<file path="src/rtl/transparency_pkg.sv">
// Shared transparency definitions: default precision, proportion "one" value and fade states.
package transparency_pkg;

    localparam int unsigned TRANSPARENCY_PRECISION = 4;
    localparam int unsigned PROPORTION_ONE         = 1 << TRANSPARENCY_PRECISION;

    typedef enum logic {
        StIdle,
        StRamp
    } fade_state_e;

    function automatic int unsigned proportion_one(input int unsigned precision);
        return 1 << precision;
    endfunction

endpackage

</file>
<file path="src/rtl/frame_step_divider.sv">
// Counts qualified frame_start pulses and fires step_tick on every div-th one.
module frame_step_divider #(
    parameter int unsigned FRAME_DIV_WIDTH = 8
) (
    input  logic                       i_clk,
    input  logic                       i_rst_n,
    input  logic                       i_frame_start,
    input  logic                       i_clear,
    input  logic [FRAME_DIV_WIDTH-1:0] i_div,
    output logic                       o_step_tick
);

    logic [FRAME_DIV_WIDTH-1:0] r_count;
    logic [FRAME_DIV_WIDTH-1:0] w_count_d;
    logic                       w_tick;

    always_comb begin
        w_count_d = r_count;
        w_tick    = 1'b0;
        // clear wins so a frame_start coinciding with start is not counted
        if (i_clear) begin
            w_count_d = '0;
        end else if (i_frame_start) begin
            if (r_count >= i_div - FRAME_DIV_WIDTH'(1)) begin
                w_tick    = 1'b1;
                w_count_d = '0;
            end else begin
                w_count_d = r_count + FRAME_DIV_WIDTH'(1);
            end
        end
    end

    always_ff @(posedge i_clk or negedge i_rst_n) begin
        if (!i_rst_n) begin
            r_count <= '0;
        end else begin
            r_count <= w_count_d;
        end
    end

    assign o_step_tick = w_tick;

endmodule

</file>
<file path="src/rtl/transparency_fade_controller.sv">
// Frame-synchronous fade of src_a_proportion toward a programmed target.
// Optional ping-pong looping via macro TRANSPARENCY_FADE_LOOP_EN (adds i_loop_mode).
module transparency_fade_controller #(
    parameter int unsigned TRANSPARENCY_PRECISION = transparency_pkg::TRANSPARENCY_PRECISION,
    parameter int unsigned FRAME_DIV_WIDTH        = 8
) (
    input  logic                              i_clk,
    input  logic                              i_rst_n,
    input  logic                              i_frame_start,
    input  logic                              i_start,
    input  logic [TRANSPARENCY_PRECISION:0]   i_target_proportion,
    input  logic [TRANSPARENCY_PRECISION:0]   i_step,
    input  logic [FRAME_DIV_WIDTH-1:0]        i_frames_per_step,
`ifdef TRANSPARENCY_FADE_LOOP_EN
    input  logic                              i_loop_mode,
`endif
    output logic [TRANSPARENCY_PRECISION:0]   o_src_a_proportion,
    output logic                              o_busy,
    output logic                              o_done
);

    import transparency_pkg::*;

    localparam int unsigned W   = TRANSPARENCY_PRECISION + 1;
    localparam int unsigned FDW = FRAME_DIV_WIDTH;
    localparam logic [W-1:0] ONE = W'(proportion_one(TRANSPARENCY_PRECISION));

    fade_state_e    r_state, w_state_d;
    logic [W-1:0]   r_prop, r_target, r_step, r_origin;
    logic [W-1:0]   w_prop_d, w_target_d, w_step_d, w_origin_d;
    logic [FDW-1:0] r_div, w_div_d;
    logic           r_busy, r_done, w_done_d;

    logic [W-1:0]   w_target_in;
    logic [FDW-1:0] w_div_in;
    logic [W:0]     w_sum, w_diff;
    logic [W-1:0]   w_stepped;
    logic           w_step_tick;
    logic           w_loop;

`ifdef TRANSPARENCY_FADE_LOOP_EN
    assign w_loop = i_loop_mode;
`else
    assign w_loop = 1'b0;
`endif

    frame_step_divider #(
        .FRAME_DIV_WIDTH(FDW)
    ) u_divider (
        .i_clk        (i_clk),
        .i_rst_n      (i_rst_n),
        .i_frame_start(i_frame_start && (r_state == StRamp)),
        .i_clear      (i_start),
        .i_div        (r_div),
        .o_step_tick  (w_step_tick)
    );

    always_comb begin
        w_target_in = (i_target_proportion > ONE) ? ONE : i_target_proportion;
        w_div_in    = (i_frames_per_step == '0) ? FDW'(1) : i_frames_per_step;
        w_sum       = {1'b0, r_prop} + {1'b0, r_step};
        w_diff      = {1'b0, r_prop} - {1'b0, r_step};
        // W+1-bit intermediates catch overflow/underflow before clamping to target
        if (r_step == '0) begin
            w_stepped = r_target;
        end else if (r_prop < r_target) begin
            w_stepped = (w_sum >= {1'b0, r_target}) ? r_target : w_sum[W-1:0];
        end else begin
            w_stepped = (w_diff[W] || (w_diff[W-1:0] <= r_target)) ? r_target : w_diff[W-1:0];
        end
    end

    always_comb begin
        w_state_d  = r_state;
        w_prop_d   = r_prop;
        w_target_d = r_target;
        w_step_d   = r_step;
        w_origin_d = r_origin;
        w_div_d    = r_div;
        w_done_d   = 1'b0;
        if (i_start) begin
            w_target_d = w_target_in;
            w_step_d   = i_step;
            w_div_d    = w_div_in;
            w_origin_d = r_prop;
            if (w_target_in == r_prop) begin
                w_state_d = StIdle;
                w_done_d  = 1'b1;
            end else begin
                w_state_d = StRamp;
            end
        end else if ((r_state == StRamp) && w_step_tick) begin
            w_prop_d = w_stepped;
            if (w_stepped == r_target) begin
                w_done_d = 1'b1;
                if (w_loop) begin
                    w_target_d = r_origin;
                    w_origin_d = r_target;
                end else begin
                    w_state_d = StIdle;
                end
            end
        end
    end

    always_ff @(posedge i_clk or negedge i_rst_n) begin
        if (!i_rst_n) begin
            r_state  <= StIdle;
            r_prop   <= ONE;
            r_target <= '0;
            r_step   <= '0;
            r_origin <= '0;
            r_div    <= '0;
            r_busy   <= 1'b0;
            r_done   <= 1'b0;
        end else begin
            r_state  <= w_state_d;
            r_prop   <= w_prop_d;
            r_target <= w_target_d;
            r_step   <= w_step_d;
            r_origin <= w_origin_d;
            r_div    <= w_div_d;
            r_busy   <= (w_state_d == StRamp);
            r_done   <= w_done_d;
        end
    end

    assign o_src_a_proportion = r_prop;
    assign o_busy             = r_busy;
    assign o_done             = r_done;

endmodule

</file>
<file path="config.mk">
export PLATFORM = sky130hd
export DESIGN_NAME = transparency_fade_controller
export DESIGN_NICKNAME = d
export VERILOG_FILES = /design/src/rtl/transparency_pkg.sv /design/src/rtl/frame_step_divider.sv /design/src/rtl/transparency_fade_controller.sv
export SDC_FILE = /design/constraint.sdc
export NUM_CORES = 1
export LEC_CHECK = 0
export CAP_MARGIN = 30
export CORE_ASPECT_RATIO = 1.5
export CORE_UTILIZATION = 50
export DETAILED_ROUTE_END_ITERATION = 8
export HOLD_SLACK_MARGIN = 0.15
export PLACE_DENSITY = 0.77
export SLEW_MARGIN = 20
export SYNTH_ARGS = -nofsm -noshare
export SYNTH_HDL_FRONTEND = slang
export SYNTH_SLANG_ARGS = --single-unit
</file>
<file path="constraint.sdc">
create_clock -name i_clk -period 3 [get_ports i_clk]
set_input_delay 0.3 -clock i_clk [delete_from_list [all_inputs] [get_ports i_clk]]
set_output_delay 0.3 -clock i_clk [all_outputs]
set_load 0.01 [all_outputs]
</file>
==> flow_metrics.tcl, run 1 <==
set metrics [dict create \
    outcome "finished with violations" \
    failed_checks "negative setup slack" \
    synth_area_leaders "dfrtp_1 (29%), ha_1 (15%), o21ai_0 (5.1%)" \
    timing.final.crit_share_pct 112 \
    synth_ff_type "dfrtp_1" \
    hold_ws_ns 0.417 \
    p_leak_nw 1.62 \
    num_antenna_cells 0 \
    grt_start_max_net_pins 34 \
    hold_path.class "in2async" \
    fin_skew_ns 0.00394 \
    htree_levels 2 \
    setup-tns-final_ns -2.02 \
    die_x_microns 62.5 \
    clk_path_buf_depth 2 \
    dieArea_sq_mm 0.00580 \
    syn_avg_cell_area_sq_um 8.94 \
    coreArea_sq_mm 0.00520 \
    cts.sinks 33 \
    relSlewSlack_pct 54.2 \
    cp.required_ns 3.17 \
    wl_per_cell_microns 17.0 \
    root_buffer "clkbuf_8" \
    max_freq_ghz 0.297 \
    startpoint_type "flip-flop" \
    portBuffers 28 \
    hold_viol_final 0 \
    route.vias.total 2651 \
    clk_pin_slew_ns 0.07 \
    numCtsBuffers 5 \
    layout_common_cells "buf_4 (40), ha_1 (33), dfrtp_1 (30), clkdlybuf4s50_1 (28)" \
    routed_wl_mm 7.55 \
    slowest_stage "dfrtp_2" \
    final_nets 433 \
    synthDistinctLibCells 53 \
    syn-cell-area_sq_mm 0.00275 \
    gr-total-overflow 0 \
    ant_nets 0 \
    yosysSeqAreaShare_pct 30.1 \
    globalplace.congestion 0.945 \
    setup_violations 7 \
    endpoint_kind "flip-flop" \
    antenna_found_initial 0 \
    period_needed_ns 3.36 \
    drcViolationCount 0 \
    syn2layout_area_growth_pct 30.5 \
    crit_arrival_ns 3.53 \
    cts_tree "yes" \
    synth_top_area_cell "dfrtp_1" \
    viasPerCell 5.98 \
    pre_cts_ws_ns -0.294 \
    fp-row-count 32 \
    synth_enable_flop_cells 0 \
    grt_pass1_wl_mm 12.0 \
    postSynthCellCount 307 \
    drt_iter0_drc 181 \
    drtPass1Iterations 5 \
    io_pins 29 \
    cts_hold_buf 0 \
    power.density_mw_per_mm2 643 \
    dp_hpwl_mm 5.65 \
    synth-async-reset-ratio_pct 100 \
    irDropWorstVdd_uv 336 \
    final_common_cell "buf_4" \
    max_slew.worst_pin.slew_ns 0.688 \
    total_power_mw 2.30 \
    path_max_fanout 7 \
    max_stage_delay_ns 0.43 \
    worstSetupPathType "reg2reg" \
    fp.dieH_microns 92.8 \
    synth_top_area_share_pct 29.2 \
    yosys_register_bits 33 \
    ys_warn_count 0 \
    clkLatencyLatePin_ns 0.28 \
    synthesis.nets 365 \
    fin_ws_ns -0.365 \
    drive_gt1_share_pct 22.9 \
    cap_violations 0 \
    track_usage_pct 26.7 \
    crit_path_cell_trace "inv_2, ha_4, inv_2, fa_2, a21o_1, a21oi_2, xnor2_2, ha_1, o22ai_1, a31oi_1, o31ai_2, or3_4, nor2_1, o21ai_0, a31o_2" \
    crit_top_cell "inv_2" \
    rsz0062_at_grt "yes" \
    drv_slew 0 \
    initial_core_util_pct 52.7 \
    first_global_vias 2574 \
]
-- kinds of logic (layout without fill, tap and decap cells) --
logic type	Yosys count	count (layout)	share of synthesized area, %
XOR/XNOR	20	20	6.88
multiplexers	12	12	4.74
adder cells (fa/ha/maj)	36	36	17.0
flip-flops	33	33	30.1
AND/OR/NAND/NOR	84	84	15.6
buffers and inverters	37	105	5.42
AO/OA/AOI/OAI	85	85	20.2
-- sequential cells by signal, indices dropped and copies added (netlist names) --
register and cells:
u_divider.r_count 8, o_busy 1, o_done 1, r_div 8, r_target 5, o_src_a_proportion 5, r_step 5
-- synthesized netlist by cell type (all sizes together), types with 4 or more instances --
cell type / instances
o22ai: 5
inv: 30
nor3: 8
nor2: 14
xor2: 4
nor2b: 4
dfrtp: 32
mux2i: 4
nand2b: 6
xnor2: 15
buf: 4
nor4: 5
o21ai: 29
ha: 34
a31oi: 13
a21oi: 11
nand2: 27
mux2: 8
nand3: 7
-- worst max-delay path, delay by kind of cell, from the launching register on --
kind / cells / cell delay (ns)
and+or+nand+nor: 2 / 0.57
xor gates and xnor gates: 1 / 0.10
DFF: 1 / 0.43
adders and majority gates: 3 / 0.79
buffers and inverters: 2 / 0.13
AOI/OAI and AO/OA: 7 / 1.23
-- metrics by stage --
step / std cells / util [%] / area [sq um]
2_1_floorplan: 307 / - / 2780
3_3_place_gp: 430 / 64.5 / 3360
3_5_place_dp: 430 / 64.5 / 3360
4_1_cts: 438 / 67.4 / 3510
5_1_grt: 443 / 68.8 / 3580
6_report: 443 / 68.8 / 3580
-- area by class of cell --
cell class	count	area [sq um]
Timing Repair Buffer	68	581
Clock buffer	7	86.3
Sequential cell	33	830
Inverter	30	113
Tap cell	68	85.1
Multi-Input combinational cell	237	1890
Fill cell	422	1620
-- worst paths after layout --
kind / endpoint / cells after the start / from / slack (ns)
hold reg to reg: r_div[7]$_DFFE_PN0P_ / 1 / r_div[7]$_DFFE_PN0P_ / 0.55
setup / recovery: o_src_a_proportion[3]$_DFFE_PN0P_ / 15 / o_src_a_proportion[0]$_DFFE_PN0P_ / -0.36
min in group i_clk: r_div[7]$_DFFE_PN0P_ / 1 / r_div[7]$_DFFE_PN0P_ / 0.55
max in group asynchronous: o_src_a_proportion[0]$_DFFE_PN0P_ / 2 / i_rst_n / 2.24
setup reg to reg: o_src_a_proportion[3]$_DFFE_PN0P_ / 15 / o_src_a_proportion[0]$_DFFE_PN0P_ / -0.36
hold / removal: r_div[5]$_DFFE_PN0P_ / 2 / i_rst_n / 0.42
-- report_power, final --
part | total [mW] | switching (mW) | internal [mW]
Sequential | 0.537 | 0.0446 | 0.492
Clock | 0.342 | 0.160 | 0.182
Combinational | 1.43 | 0.728 | 0.698
Total | 2.30 | 0.932 | 1.37
-- metal layers --
layer  global-route usage (%)  part of all wire, %
met1                     28.1                   36
met2                     48.6                   53
met4                     19.8                  6.8
met5                        0                    0
met3                     2.46                  4.3
-- repair_timing --
item / 4_1_cts / 5_1_grt
resized for setup: 14 / 7
setup buffers: 1 / 5
pin swaps: 6 / 4
endpoints found under the setup margin: 7 / 7
Note: power is estimated with default switching activity, not from simulation.
==> run 2, diff against run 1 <==
--- a/config.mk
+++ b/config.mk
@@ -11,6 +11,7 @@
 export DETAILED_ROUTE_END_ITERATION = 8
 export HOLD_SLACK_MARGIN = 0.15
 export PLACE_DENSITY = 0.77
+export SETUP_SLACK_MARGIN = 0.15
 export SLEW_MARGIN = 20
 export SYNTH_ARGS = -nofsm -noshare
 export SYNTH_HDL_FRONTEND = slang
==> run 2 against run 1 <==
Effect of this change: the flow still finishes with violations (negative setup slack); sequential share of layout area is 0.25 points higher; worst setup slack better by 0.13 ns; cell area shrank 1.0%; critical path type unchanged; via count is 3.1% lower; largest cell class unchanged; largest power group unchanged; register-to-register slack better by 0.13 ns; non-clock buffer count fell by 3; total power is 1.4% lower; utilization is 0.72 points lower; sequential power barely moved; clock power shrank 4%; fmax is 3.9% higher; final cell count fell by 0.45%.
==> flow_metrics.tcl, run 2 (synthesis results as in run 1) <==
set metrics [dict create \
    outcome "finished with violations" \
    failed_checks "negative setup slack" \
    post-route-util_pct 68.1 \
    track_usage_pct 27.3 \
    placed_area_sq_mm 0.00335 \
    crit_arrival_ns 3.42 \
    post-route-cell-area_sq_mm 0.00355 \
    cap_violations 0 \
    dieArea_sq_mm 0.00580 \
    rr_worst_depth 15 \
    fp-row-count 32 \
    layout_common_cells "buf_4 (37), ha_1 (33), dfrtp_1 (30), clkdlybuf4s50_1 (28)" \
    hold_ws_ns 0.409 \
    drtPass1Iterations 4 \
    fin_cells 441 \
    cts_tree "yes" \
    wl_per_cell_microns 16.8 \
    critical_path_depth 15 \
    fill_cells 417 \
    num_antenna_cells 0 \
    cp.required_ns 3.18 \
    startpoint_type "flip-flop" \
    period_needed_ns 3.24 \
    ant_nets 0 \
    register_area_sq_um 830 \
    globalplace.congestion 0.885 \
    endpoint_kind "flip-flop" \
    clkLatencyLatePin_ns 0.29 \
    power.density_mw_per_mm2 641 \
    path_delay_family "compound AO/OA/AOI/OAI gates" \
    total_power_mw 2.27 \
    portBuffers 28 \
    setup_violations 7 \
    die_x_microns 62.5 \
    max_stage_delay_ns 0.43 \
    irDropWorstVdd_uv 322 \
    largest_registers "r_div x8, u_divider.r_count x8" \
    p_leak_nw 1.60 \
    coreArea_sq_mm 0.00520 \
    drive_gt1_share_pct 22.8 \
    grt_pass1_wl_mm 12.1 \
    routed_wl_mm 7.42 \
    cts.sinks 33 \
    r2r-start "o_src_a_proportion[0]$_DFFE_PN0P_" \
    max_freq_ghz 0.309 \
    clk_pin_slew_ns 0.07 \
    root_buffer "clkbuf_8" \
    first_global_vias 2633 \
    viasPerCell 5.83 \
    r2r_end "o_done$_DFF_PN0_" \
    hold_path.class "in2async" \
    r2r_slack_ns -0.24 \
    syn2layout_area_growth_pct 29.2 \
    slowest_stage "dfrtp_2" \
    htree_levels 2 \
    initial_core_util_pct 52.7 \
    numCtsBuffers 5 \
    final_nets 430 \
    rsz0062_at_grt "yes" \
    dp.cells 429 \
    gr-total-overflow 0 \
    pre_cts_ws_ns -0.249 \
    worstPathBufferInverterCount 2 \
    timing.final.crit_share_pct 108 \
    relSlewSlack_pct 58.1 \
    fp.dieH_microns 92.8 \
    setup-tns-final_ns -1.40 \
    dp_hpwl_mm 5.67 \
    fin_ws_ns -0.238 \
    io_pins 29 \
    worstSetupPathType "reg2reg" \
    cts_hold_buf 0 \
    hold_viol_final 0 \
    final_common_cell "buf_4" \
    drt_iter0_drc 99 \
    drv_slew 0 \
    path_max_fanout 7 \
    antenna_found_initial 0 \
    multi_input_area_sq_mm 0.00188 \
    route.vias.total 2569 \
    grt_start_max_net_pins 34 \
    max_slew.worst_pin.slew_ns 0.622 \
    drcViolationCount 0 \
    crit_path_cell_trace "inv_2, ha_4, inv_2, fa_2, a21o_1, a21oi_2, xnor2_1, ha_1, o22ai_1, a31oi_1, o31ai_2, or3_4, a31oi_4, o31ai_2, a31o_2" \
    fin_skew_ns 0.00266 \
    clk_path_buf_depth 2 \
]
## run 2: cell types whose count changed in the layout (fill, tap and decap cells not counted), sizes merged
cell | before | now
buf | 40 | 37
clkinv | 0 | 2
clkbuf | 7 | 6
## run 2: timing repair
action                     4_1_cts  5_1_grt
setup endpoints to repair        7        8
resized for setup               12        6
pin swaps                        3        2
buffers inserted                 4        0
## run 2: worst max path at each step
stage / startpoint / endpoint / slack (ns)
6_report: o_src_a_proportion[0]$_DFFE_PN0P_ / o_done$_DFF_PN0_ / -0.24
5_1_grt: o_src_a_proportion[0]$_DFFE_PN0P_ / o_done$_DFF_PN0_ / -0.32
4_1_cts: o_src_a_proportion[0]$_DFFE_PN0P_ / o_done$_DFF_PN0_ / -0.17
3_5_place_dp: o_src_a_proportion[0]$_DFFE_PN0P_ / o_done$_DFF_PN0_ / -0.25
3_3_place_gp: o_src_a_proportion[0]$_DFFE_PN0P_ / o_done$_DFF_PN0_ / -0.19
2_1_floorplan: o_src_a_proportion[0]$_DFFE_PN0P_ / o_done$_DFF_PN0_ / -0.11
## run 2: per-layer routing
layer	GRT usage (%)	wire [microns]
met3	2.96	236
met1	27.9	2840
met4	19.2	393
met2	50.7	3950
met5	0	0
## run 2: area by class of cell
type / instances / share of cell area [%]
multi-input cells: 237 / 53.0
flip-flops and latches: 33 / 23.4
repair buffers: 65 / 15.7
inverters: 30 / 3.18
well taps: 68 / 2.40
clock buffers: 6 / 2.05
clock inverters: 2 / 0.282
## run 2: report_power, final
group / internal [mW] / leakage, nW / switching [mW]
clock network: 0.161 / 0.0450 / 0.168
registers: 0.492 / 0.411 / 0.0470
logic: 0.698 / 1.14 / 0.706
==> run 3, diff against run 2 <==
--- a/config.mk
+++ b/config.mk
@@ -5,11 +5,10 @@
 export SDC_FILE = /design/constraint.sdc
 export NUM_CORES = 1
 export LEC_CHECK = 0
-export CAP_MARGIN = 30
 export CORE_ASPECT_RATIO = 1.5
 export CORE_UTILIZATION = 50
 export DETAILED_ROUTE_END_ITERATION = 8
-export HOLD_SLACK_MARGIN = 0.15
+export HOLD_SLACK_MARGIN = 0.03
 export PLACE_DENSITY = 0.77
 export SETUP_SLACK_MARGIN = 0.15
 export SLEW_MARGIN = 20
==> results of run 3 <==
The final DEF is identical to that of run 2; final timing and power are the same.
